<file path="src/rtl/veda_mem_sequencer_if.sv">
// Bundles the command, response and memory-side signals of veda_mem_sequencer.
// The sequencer connects through the slave modport; the driving environment uses master.
interface veda_mem_sequencer_if #(
  parameter int unsigned AW = 5,
  parameter int unsigned DW = 32
);
  logic          cmd_valid;
  logic          cmd_ready;
  logic          cmd_write;
  logic [AW-1:0] cmd_addr;
  logic [DW-1:0] cmd_data;

  logic          rsp_valid;
  logic          rsp_ready;
  logic [DW-1:0] rsp_data;

  logic [AW-1:0] mem_address_a;
  logic [AW-1:0] mem_address_b;
  logic [DW-1:0] mem_data_in;
  logic          mem_write_enable;
  logic          mem_mode;
  logic [DW-1:0] mem_data_out;

  modport master (
    output cmd_valid, cmd_write, cmd_addr, cmd_data, rsp_ready, mem_data_out,
    input  cmd_ready, rsp_valid, rsp_data,
           mem_address_a, mem_address_b, mem_data_in, mem_write_enable, mem_mode
  );

  modport slave (
    input  cmd_valid, cmd_write, cmd_addr, cmd_data, rsp_ready, mem_data_out,
    output cmd_ready, rsp_valid, rsp_data,
           mem_address_a, mem_address_b, mem_data_in, mem_write_enable, mem_mode
  );
endinterface

</file>
<file path="src/rtl/veda_mem_sequencer.sv">
// In-order command sequencer for the 32x32 Veda memory: FIFO-buffered read/write
// commands, single-cycle registered memory accesses, and a valid/ready read response.
module veda_mem_sequencer #(
  parameter int unsigned DEPTH = 4,
  parameter int unsigned AW    = 5,
  parameter int unsigned DW    = 32
) (
  input  logic                clk,
  input  logic                reset,
  veda_mem_sequencer_if.slave bus,
  output logic                busy
);
  localparam int unsigned PW = $clog2(DEPTH);
  localparam int unsigned EW = 1 + AW + DW;
  localparam logic [PW:0]   FULL_CNT = DEPTH[PW:0];
  localparam logic [AW-1:0] IDLE_B   = AW'(1);

  typedef enum logic [1:0] {IDLE, ISSUE, CAPTURE, RESP} state_t;

  state_t state, state_n;

  logic [EW-1:0] fifo_mem [DEPTH];
  logic [PW-1:0] wr_ptr, rd_ptr;
  logic [PW:0]   count;
  logic          push, pop;

  logic          head_write;
  logic [AW-1:0] head_addr;
  logic [DW-1:0] head_data;

  logic [AW-1:0] mem_a_q, mem_a_n;
  logic [AW-1:0] mem_b_q, mem_b_n;
  logic [DW-1:0] mem_din_q, mem_din_n;
  logic          mem_we_q, mem_we_n;
  logic          mem_mode_q, mem_mode_n;
  logic          rsp_valid_q, rsp_valid_n;
  logic [DW-1:0] rsp_data_q, rsp_data_n;

  assign bus.cmd_ready = (count != FULL_CNT);
  assign push          = bus.cmd_valid && bus.cmd_ready;
  assign {head_write, head_addr, head_data} = fifo_mem[rd_ptr];

  always_ff @(posedge clk) begin
    if (push) begin
      fifo_mem[wr_ptr] <= {bus.cmd_write, bus.cmd_addr, bus.cmd_data};
    end
  end

  always_ff @(posedge clk or negedge reset) begin
    if (!reset) begin
      wr_ptr <= '0;
      rd_ptr <= '0;
      count  <= '0;
    end else begin
      if (push) wr_ptr <= wr_ptr + PW'(1);
      if (pop)  rd_ptr <= rd_ptr + PW'(1);
      case ({push, pop})
        2'b10:   count <= count + (PW+1)'(1);
        2'b01:   count <= count - (PW+1)'(1);
        default: count <= count;
      endcase
    end
  end

  always_ff @(posedge clk or negedge reset) begin
    if (!reset) begin
      state       <= IDLE;
      mem_a_q     <= '0;
      mem_b_q     <= IDLE_B;
      mem_din_q   <= '0;
      mem_we_q    <= 1'b0;
      mem_mode_q  <= 1'b0;
      rsp_valid_q <= 1'b0;
      rsp_data_q  <= '0;
    end else begin
      state       <= state_n;
      mem_a_q     <= mem_a_n;
      mem_b_q     <= mem_b_n;
      mem_din_q   <= mem_din_n;
      mem_we_q    <= mem_we_n;
      mem_mode_q  <= mem_mode_n;
      rsp_valid_q <= rsp_valid_n;
      rsp_data_q  <= rsp_data_n;
    end
  end

  // Memory outputs default to idle every cycle; only the IDLE->ISSUE transition
  // loads a command, so ISSUE lasts exactly one cycle. The unused port always
  // gets addr^1 so the memory never sees equal addresses and suppresses nothing.
  always_comb begin
    state_n     = state;
    pop         = 1'b0;
    mem_a_n     = '0;
    mem_b_n     = IDLE_B;
    mem_din_n   = '0;
    mem_we_n    = 1'b0;
    mem_mode_n  = 1'b0;
    rsp_valid_n = rsp_valid_q;
    rsp_data_n  = rsp_data_q;
    case (state)
      IDLE: begin
        if (count != '0) begin
          pop     = 1'b1;
          state_n = ISSUE;
          if (head_write) begin
            mem_a_n   = head_addr;
            mem_b_n   = head_addr ^ IDLE_B;
            mem_din_n = head_data;
            mem_we_n  = 1'b1;
          end else begin
            mem_mode_n = 1'b1;
            mem_b_n    = head_addr;
            mem_a_n    = head_addr ^ IDLE_B;
          end
        end
      end
      ISSUE:   state_n = mem_mode_q ? CAPTURE : IDLE;
      CAPTURE: begin
        rsp_data_n  = bus.mem_data_out;
        rsp_valid_n = 1'b1;
        state_n     = RESP;
      end
      RESP: begin
        if (bus.rsp_ready) begin
          rsp_valid_n = 1'b0;
          state_n     = IDLE;
        end
      end
      default: state_n = IDLE;
    endcase
  end

  assign bus.mem_address_a    = mem_a_q;
  assign bus.mem_address_b    = mem_b_q;
  assign bus.mem_data_in      = mem_din_q;
  assign bus.mem_write_enable = mem_we_q;
  assign bus.mem_mode         = mem_mode_q;
  assign bus.rsp_valid        = rsp_valid_q;
  assign bus.rsp_data         = rsp_data_q;

  assign busy = (state != IDLE) || (count != '0);
endmodule
</file>
<file path="src/flat_wrapper.sv">
// flat-port wrapper written by rule: the top's interface ports become plain ports
module veda_mem_sequencer_flat 
#(
  parameter int unsigned DEPTH = 4,
  parameter int unsigned AW    = 5,
  parameter int unsigned DW    = 32
)
  (clk, reset, busy, bus_cmd_valid, bus_cmd_write, bus_cmd_addr, bus_cmd_data, bus_rsp_ready, bus_mem_data_out, bus_cmd_ready, bus_rsp_valid, bus_rsp_data, bus_mem_address_a, bus_mem_address_b, bus_mem_data_in, bus_mem_write_enable, bus_mem_mode);
  veda_mem_sequencer_if #(.AW(AW), .DW(DW)) bus_i ();
  input  logic clk;
  input  logic reset;
  output logic busy;
  input wire logic [$bits(bus_i.cmd_valid)-1:0] bus_cmd_valid;
  input wire logic [$bits(bus_i.cmd_write)-1:0] bus_cmd_write;
  input wire logic [$bits(bus_i.cmd_addr)-1:0] bus_cmd_addr;
  input wire logic [$bits(bus_i.cmd_data)-1:0] bus_cmd_data;
  input wire logic [$bits(bus_i.rsp_ready)-1:0] bus_rsp_ready;
  input wire logic [$bits(bus_i.mem_data_out)-1:0] bus_mem_data_out;
  output wire logic [$bits(bus_i.cmd_ready)-1:0] bus_cmd_ready;
  output wire logic [$bits(bus_i.rsp_valid)-1:0] bus_rsp_valid;
  output wire logic [$bits(bus_i.rsp_data)-1:0] bus_rsp_data;
  output wire logic [$bits(bus_i.mem_address_a)-1:0] bus_mem_address_a;
  output wire logic [$bits(bus_i.mem_address_b)-1:0] bus_mem_address_b;
  output wire logic [$bits(bus_i.mem_data_in)-1:0] bus_mem_data_in;
  output wire logic [$bits(bus_i.mem_write_enable)-1:0] bus_mem_write_enable;
  output wire logic [$bits(bus_i.mem_mode)-1:0] bus_mem_mode;
  assign bus_i.cmd_valid = bus_cmd_valid;
  assign bus_i.cmd_write = bus_cmd_write;
  assign bus_i.cmd_addr = bus_cmd_addr;
  assign bus_i.cmd_data = bus_cmd_data;
  assign bus_i.rsp_ready = bus_rsp_ready;
  assign bus_i.mem_data_out = bus_mem_data_out;
  assign bus_cmd_ready = bus_i.cmd_ready;
  assign bus_rsp_valid = bus_i.rsp_valid;
  assign bus_rsp_data = bus_i.rsp_data;
  assign bus_mem_address_a = bus_i.mem_address_a;
  assign bus_mem_address_b = bus_i.mem_address_b;
  assign bus_mem_data_in = bus_i.mem_data_in;
  assign bus_mem_write_enable = bus_i.mem_write_enable;
  assign bus_mem_mode = bus_i.mem_mode;
  veda_mem_sequencer #(.DEPTH(DEPTH), .AW(AW), .DW(DW)) u_core (.clk(clk), .reset(reset), .bus(bus_i), .busy(busy));
endmodule
</file>
<file path="config.mk">
export PLATFORM = sky130hd
export DESIGN_NAME = veda_mem_sequencer_flat
export DESIGN_NICKNAME = d
export VERILOG_FILES = /design/src/rtl/veda_mem_sequencer_if.sv /design/src/rtl/veda_mem_sequencer.sv /design/src/flat_wrapper.sv
export SDC_FILE = /design/constraint.sdc
export NUM_CORES = 1
export LEC_CHECK = 0
export ABC_AREA = 1
export BUFFER_PORTS_ARGS = -buffer_cell sky130_fd_sc_hd__buf_4
export CAP_MARGIN = 20
export CORE_MARGIN = 1.5
export CORE_UTILIZATION = 30
export CTS_CLUSTER_SIZE = 16
export DETAILED_ROUTE_END_ITERATION = 6
export PLACE_DENSITY = 0.46
export SLEW_MARGIN = 20
export SYNTH_ARGS = -nofsm -noshare
export SYNTH_HDL_FRONTEND = slang
export SYNTH_SLANG_ARGS = --single-unit
</file>
<file path="constraint.sdc">
create_clock -name clk -period 3.9 [get_ports clk]
set_clock_uncertainty 0.05 [all_clocks]
set_input_delay 0.78 -clock clk [delete_from_list [all_inputs] [get_ports clk]]
set_output_delay 0.78 -clock clk [all_outputs]
set_load 0.005 [all_outputs]
</file>
# Word-level counts from Yosys, hierarchy flattened
# Memory sizes are Yosys's and may differ from the RTL's.
# Index checks and enable logic that the tools add are counted.
[classes]
n_addsub = 4
n_eq_ne = 8
mux = 26
bitwise_logic = 1
n_reduce_logical = 9
[op_table]
columns = ["cell", "n"]
rows = [
  ["$mux 32", 3],
  ["$mux 5", 4],
  ["$mux 1", 13],
  ["$pmux 2 s4", 1],
  ["$eq 2x2->1 const B", 3],
  ["$mux 2", 3],
  ["$pmux 3 s2", 1],
  ["$reduce_bool 2->1", 3],
  ["$add 2x1->2 const B", 2],
  ["$eq 2x1->1 const B", 2],
  ["$reduce_and 2->1", 2],
  ["$add 3x1->3 const B", 1],
  ["$ne 3x3->1 const B", 1],
  ["$reduce_bool 3->1", 1],
  ["$sub 3x1->3 const B", 1],
  ["$logic_not 2->1", 1],
  ["$ne 2x1->1 const B", 1],
  ["$ne 2x2->1 const B", 1],
  ["$pmux 1 s2", 1],
  ["$logic_and 1x1->1", 1],
  ["$logic_or 1x1->1", 1],
  ["$not 1->1", 1],
]
[word_totals]
reg_bits = 86
ram_bits = 152
in_bits = 74
mem_count = 1
[mem_list]
columns = ["memory", "words", "word_bits", "rd", "rd_ports_with_merged_regs", "write_ports", "line", "source"]
rows = [
  ["u_core.fifo_mem", 4, 38, 1, 0, 1, "veda_mem_sequencer.sv:22", "logic [EW-1:0] fifo_mem [DEPTH];"],
]

# Logic depth before layout (Yosys ltp)
[depth]
depth_word = 5
depth_mapped = 10
depth_no_buf = 10

# Worst setup path before layout
# Ideal clock, no wire load.
[synth_timing]
path_kind = "input -> register"
start = "input port bus_cmd_valid"
end = "memory u_core.fifo_mem[0][0] (netlist name) (enable)"
setup_ns = 0.433
t_arrival_ns = 2.563
slack_ns = 0.853
cell_stages = 2
n_path_buf = 0
cell_sequence = "nand2_1 nor2_1"
[synth_via]
elab_chain_len = 3
[synth_lines]
columns = ["item", "line", "source"]
rows = [
  ["from (decl)", "flat_wrapper.sv:13", "input wire logic [$bits(bus_i.cmd_valid)-1:0] bus_cmd_valid;"],
  ["$logic_and 1x1->1", "veda_mem_sequencer.sv:40", "assign push = bus.cmd_valid && bus.cmd_ready;"],
  ["$mux 1", "veda_mem_sequencer.sv:44", "if (push) begin"],
  ["$mux 1 (implied by the code)", "veda_mem_sequencer.sv:45", "fifo_mem[wr_ptr] <= {bus.cmd_write, bus.cmd_addr, bus.cmd_data};"],
  ["to (decl)", "veda_mem_sequencer.sv:22", ""],
]
# Every way passes these cells.

# Final worst setup path
[layout_timing]
start = "register u_core.count[0]"
end = "memory u_core.fifo_mem[0][3] (netlist name) (enable)"
[layout_via]
elab_chain_len = 4
[layout_lines]
columns = ["item", "line", "source"]
rows = [
  ["from (decl)", "veda_mem_sequencer.sv:24", "logic [PW:0] count;"],
  ["from (signal assigned)", "veda_mem_sequencer.sv:58", "2'b10: count <= count + (PW+1)'(1);"],
  ["from (signal assigned)", "veda_mem_sequencer.sv:59", "2'b01: count <= count - (PW+1)'(1);"],
  ["from (signal assigned)", "veda_mem_sequencer.sv:60", "default: count <= count;"],
  ["$ne 3x3->1", "veda_mem_sequencer.sv:39", "assign bus.cmd_ready = (count != FULL_CNT);"],
  ["$logic_and 1x1->1", "veda_mem_sequencer.sv:40", ""],
  ["$mux 1", "veda_mem_sequencer.sv:44", ""],
  ["$mux 1 (implied by the code)", "veda_mem_sequencer.sv:45", ""],
]
# Every way passes these cells.

==> insert_results.sql <==
INSERT INTO impl_metrics (metric_group, metric, value, unit) VALUES
('clocking', 'clock_tree.htree_level_count', '1', ''),
('drt', 'routed_via_density', '4.376', ''),
('drt', 'postRouteWirelength', '19310', 'um'),
('synth', 'ys_top_cells_by_count', 'nor2_1, edfxtp_1, dfrtp_1', ''),
('sta', 'finalSetupTns', '0', 'ps'),
('critical_path', 'critPathKind', 'register to register', ''),
('floorplan', 'initial_core_util', '30.64', '%'),
('placement', 'detailed_place_hpwl', '11740', 'um'),
('clocking', 'worst_setup_hold_path_clk_slew', '60', 'ps'),
('synth', 'cell_with_the_most_instances_after_synthesis', 'nor2_1', ''),
('drt', 'dr.pass1.iters', '4', ''),
('critical_path', 'endpoint_kind', 'register', ''),
('global_route', 'met1_usage', '16.92', '%'),
('sta', 'slew_violations', '0', ''),
('pwr', 'total_leakage_power', '4.448', 'nW'),
('global_route', 'wire_length_of_the_first_global_routing_pass', '30150', 'um'),
('synth', 'synth_top_cell_area_share', '51.76', '%'),
('layout', 'nFillCells', '2714', ''),
('sta', 'timing.final.crit_share', '61.04', '%'),
('critical_path', 'cp.arrival', '2550', 'ps'),
('sta', 'timing_hold_violations_final', '0', ''),
('sta', 'fmax', '0.4201', 'GHz'),
('floorplan', 'chipHeight', '174.5', 'um'),
('critical_path', 'worstSetupStartpointType', 'register', ''),
('global_route', 'global_route.usage.met2', '20.97', '%'),
('placement', 'gp_routability_congestion', '0.7647', ''),
('critical_path', 'worst_ep_required_time', '4070', 'ps'),
('layout', 'syn_to_final_growth', '27.40', '%'),
('pwr', 'power_density', '784.2', 'nW/um^2'),
('layout', 'final_net_count', '872', ''),
('drt', 'drtAntennaViolNets', '0', ''),
('synth', 'postSynthAreaPerCell', '13.82', 'um^2'),
('pwr', 'irDropWorstVdd', '0.3175', 'mV'),
('global_route', 'grt_antenna_before_repair', '1', ''),
('clocking', 'tritoncts_clock_tree', 'yes', ''),
('synth', 'asyncSetResetFlopFracSynth', '35.04', '%'),
('drt', 'detailedRoute.firstIterationViolations', '252', ''),
('sta', 'worst-slew-pin-transition', '893.3', 'ps'),
('synth', 'post-synth-top-area-cell', 'edfxtp_1', ''),
('drt', 'post_drt_wl_per_cell', '16.14', 'um'),
('sta', 'post-route-min-period', '2381', 'ps'),
('clocking', 'clkLatencyLatePin', '530', 'ps'),
('floorplan', 'die_w', '174.5', 'um'),
('flow_run', 'maxCapViolations', '0', ''),
('synth', 'synth.yosys.warnings', '0', ''),
('layout', 'drive_gt1_share', '34.24', '%'),
('global_route', 'gr-usage-met3', '2.734', '%'),
('clocking', 'hold_buffers', '0', ''),
('synth', 'postSynthNetCount', '718', ''),
('clocking', 'postCtsResizedCells', '0', ''),
('outcome', 'status', 'finished, final reports clean', ''),
('synth', 'syn-cell-area', '8818', 'um^2'),
('synth', 'yosysUniqueCellTypes', '24', ''),
('floorplan', 'floorplan.core_area', '28780', 'um^2'),
('global_route', 'pin_count_of_the_biggest_net_entering_global_routing', '76', ''),
('synth', 'synth_enable_flop_cells', '152', ''),
('sta', 'grt_setup_unrepaired', 'false', ''),
('floorplan', 'placementRows', '62', ''),
('floorplan', 'die-area', '30430', 'um^2'),
('synth', 'proportion_of_synthesized_chip_area_in_sequential_cells', '75.04', '%'),
('global_route', 'gr-usage-all-layers', '12.68', '%'),
('layout', 'fin_util', '39.04', '%'),
('clocking', 'cts-buffers-inserted', '26', ''),
('critical_path', 'crit_fanout', '28', ''),
('clocking', 'clk_root_buffer_cell', 'clkbuf_16', ''),
('clocking', 'max-clock-path-buffers', '3', ''),
('synth', 'largest_cells_by_area_after_synthesis', 'edfxtp_1, dfrtp_1, nor2_1', ''),
('sta', 'finalSetupViolations', '0', ''),
('clocking', 'cts.repair_timing.setup_buffer_count', '0', ''),
('global_route', 'global_route.overflow_total', '0', ''),
('drt', 'via_count', '5238', ''),
('synth', 'syn-instance-count', '638', ''),
('drt', 'drc_errors', '0', ''),
('global_route', 'first_global_vias', '5321', ''),
('worst_hold_path', 'min_path_type', 'primary input to async pin', ''),
('sta', 'slew-limit-headroom', '40.31', '%'),
('synth', 'main_flop_type_after_synthesis', 'edfxtp_1', ''),
('clocking', 'tritoncts_num_sinks', '234', ''),
('synth', 'synth-seq-cells', '234', ''),
('floorplan', 'ios', '153', ''),
('global_route', 'grt_most_used_layer', 'met2', ''),
('placement', 'io_buffer_count', '152', '');
[stage by stage]
step                      hold slack [ps]  power [mW]  worst slack (ps)  cell area (um^2)  cells
after CTS                           374.8       8.962              1463             11230   1196
after global placement              411.5       6.355              1211             10330   1148
after detailed placement            419.8       6.393              1183             10330   1148
final                               244.1       8.810              1519             11230   1197
after floorplan                     399.8       5.302             853.2              8818    638
after global routing                311.0       9.375              1294             11230   1196
[per-layer routing]
| metal | share of wire [%] | routed length (um) |
|---|---|---|
| met2 | 46 | 8948 |
| met4 | 2.3 | 446 |
| met3 | 5.7 | 1093 |
| met5 | 0 | 0 |
| met1 | 46 | 8826 |
[kinds of logic (layout without fill, tap and decap cells)]
logic type      Yosys count  in the layout  share of synthesized area, %
flops                   234            234                         75.04
buf+inv                  55            229                         3.249
simple gates            192            192                         8.513
mux                      32             32                         4.086
other cells               0              1                             0
compound gates          115            115                         7.775
fa+ha+maj                 6              6                        0.9364
xor+xnor                  4              4                        0.3973
[cells in the final DEF (no fill, tap or decap)]
cell type  instances
inv_4              1
nor2_4             4
a31oi_1            1
ha_1               5
edfxtp_1         152
xnor2_1            1
nand2_4            1
dfstp_2            1
clkinv_2           6
bufinv_16          5
clkbuf_16         26
buf_6              1
clkbuf_8           1
clkbuf_1           3
nand2_1           19
nor2_1           153
nand3_1           10
inv_1             16
nand2_2            5
clkinv_1           6
a21oi_2           29
clkinv_8           1
fa_1               1
dfrtp_1           79
inv_2              3
buf_4            160
diode_2            1
a21oi_1           10
o21ai_0           75
xor2_1             3
mux2_2            32
dfrtp_2            2
[where the power goes]
group / internal (mW) / switching (mW)
clock network: 1.57 / 0.961
registers: 3.36 / 0.269
logic: 1.10 / 1.56
[sequential cells by signal (all words and copies together) (netlist names), named ones only]
| signal | flops |
|---|---|
| u_core.bus.rsp_data | 32 |
| u_core.rd_ptr | 2 |
| u_core.bus.mem_data_in | 32 |
| u_core.bus.rsp_valid | 1 |
| u_core.state | 1 |
| u_core.bus.mem_mode | 1 |
| u_core.count | 3 |
| u_core.fifo_mem | 152 |
| u_core.bus.mem_write_enable | 1 |
| u_core.wr_ptr | 2 |
| u_core.bus.mem_address_b | 1 |
| u_core.bus.mem_address_a | 5 |
[critical path, cell delays in order, from the launching register on]
cell	delay, ps
dfrtp_1	380
inv_2	70
nand3_1	100
nand2_1	310
nor2_4	800
buf_4	340
[layout make-up]
class / count / area, um^2 / area share [%]
inverters: 20 / 77.57 / 0.6905
multi-input cells: 349 / 1947 / 17.33
diodes: 1 / 2.502 / 0.02227
clock inverters: 18 / 219.0 / 1.949
clock buffers: 30 / 675.6 / 6.014
repair buffers: 161 / 1212 / 10.79
flip-flops and latches: 234 / 6620 / 58.93
well taps: 384 / 480.5 / 4.277
[final timing paths]
| check | startpoint | endpoint | slack [ps] | cells past startpoint |
|---|---|---|---|---|
| worst max-delay path | u_core.count[0] | u_core.fifo_mem[0][3] | 1520 | 5 |
| worst min-delay path | reset | u_core.bus.rsp_data[4] | 240 | 1 |
| worst max register to register | u_core.count[0] | u_core.fifo_mem[0][3] | 1520 | 5 |
| worst min register to register | u_core.bus.rsp_valid | u_core.bus.rsp_valid | 430 | 2 |
| max in group asynchronous | reset | u_core.bus.rsp_data[7] | 2940 | 2 |
| min in group clk | bus_cmd_data[26] | u_core.fifo_mem[2][26] | 400 | 1 |
(Power assumes the default switching activity.)
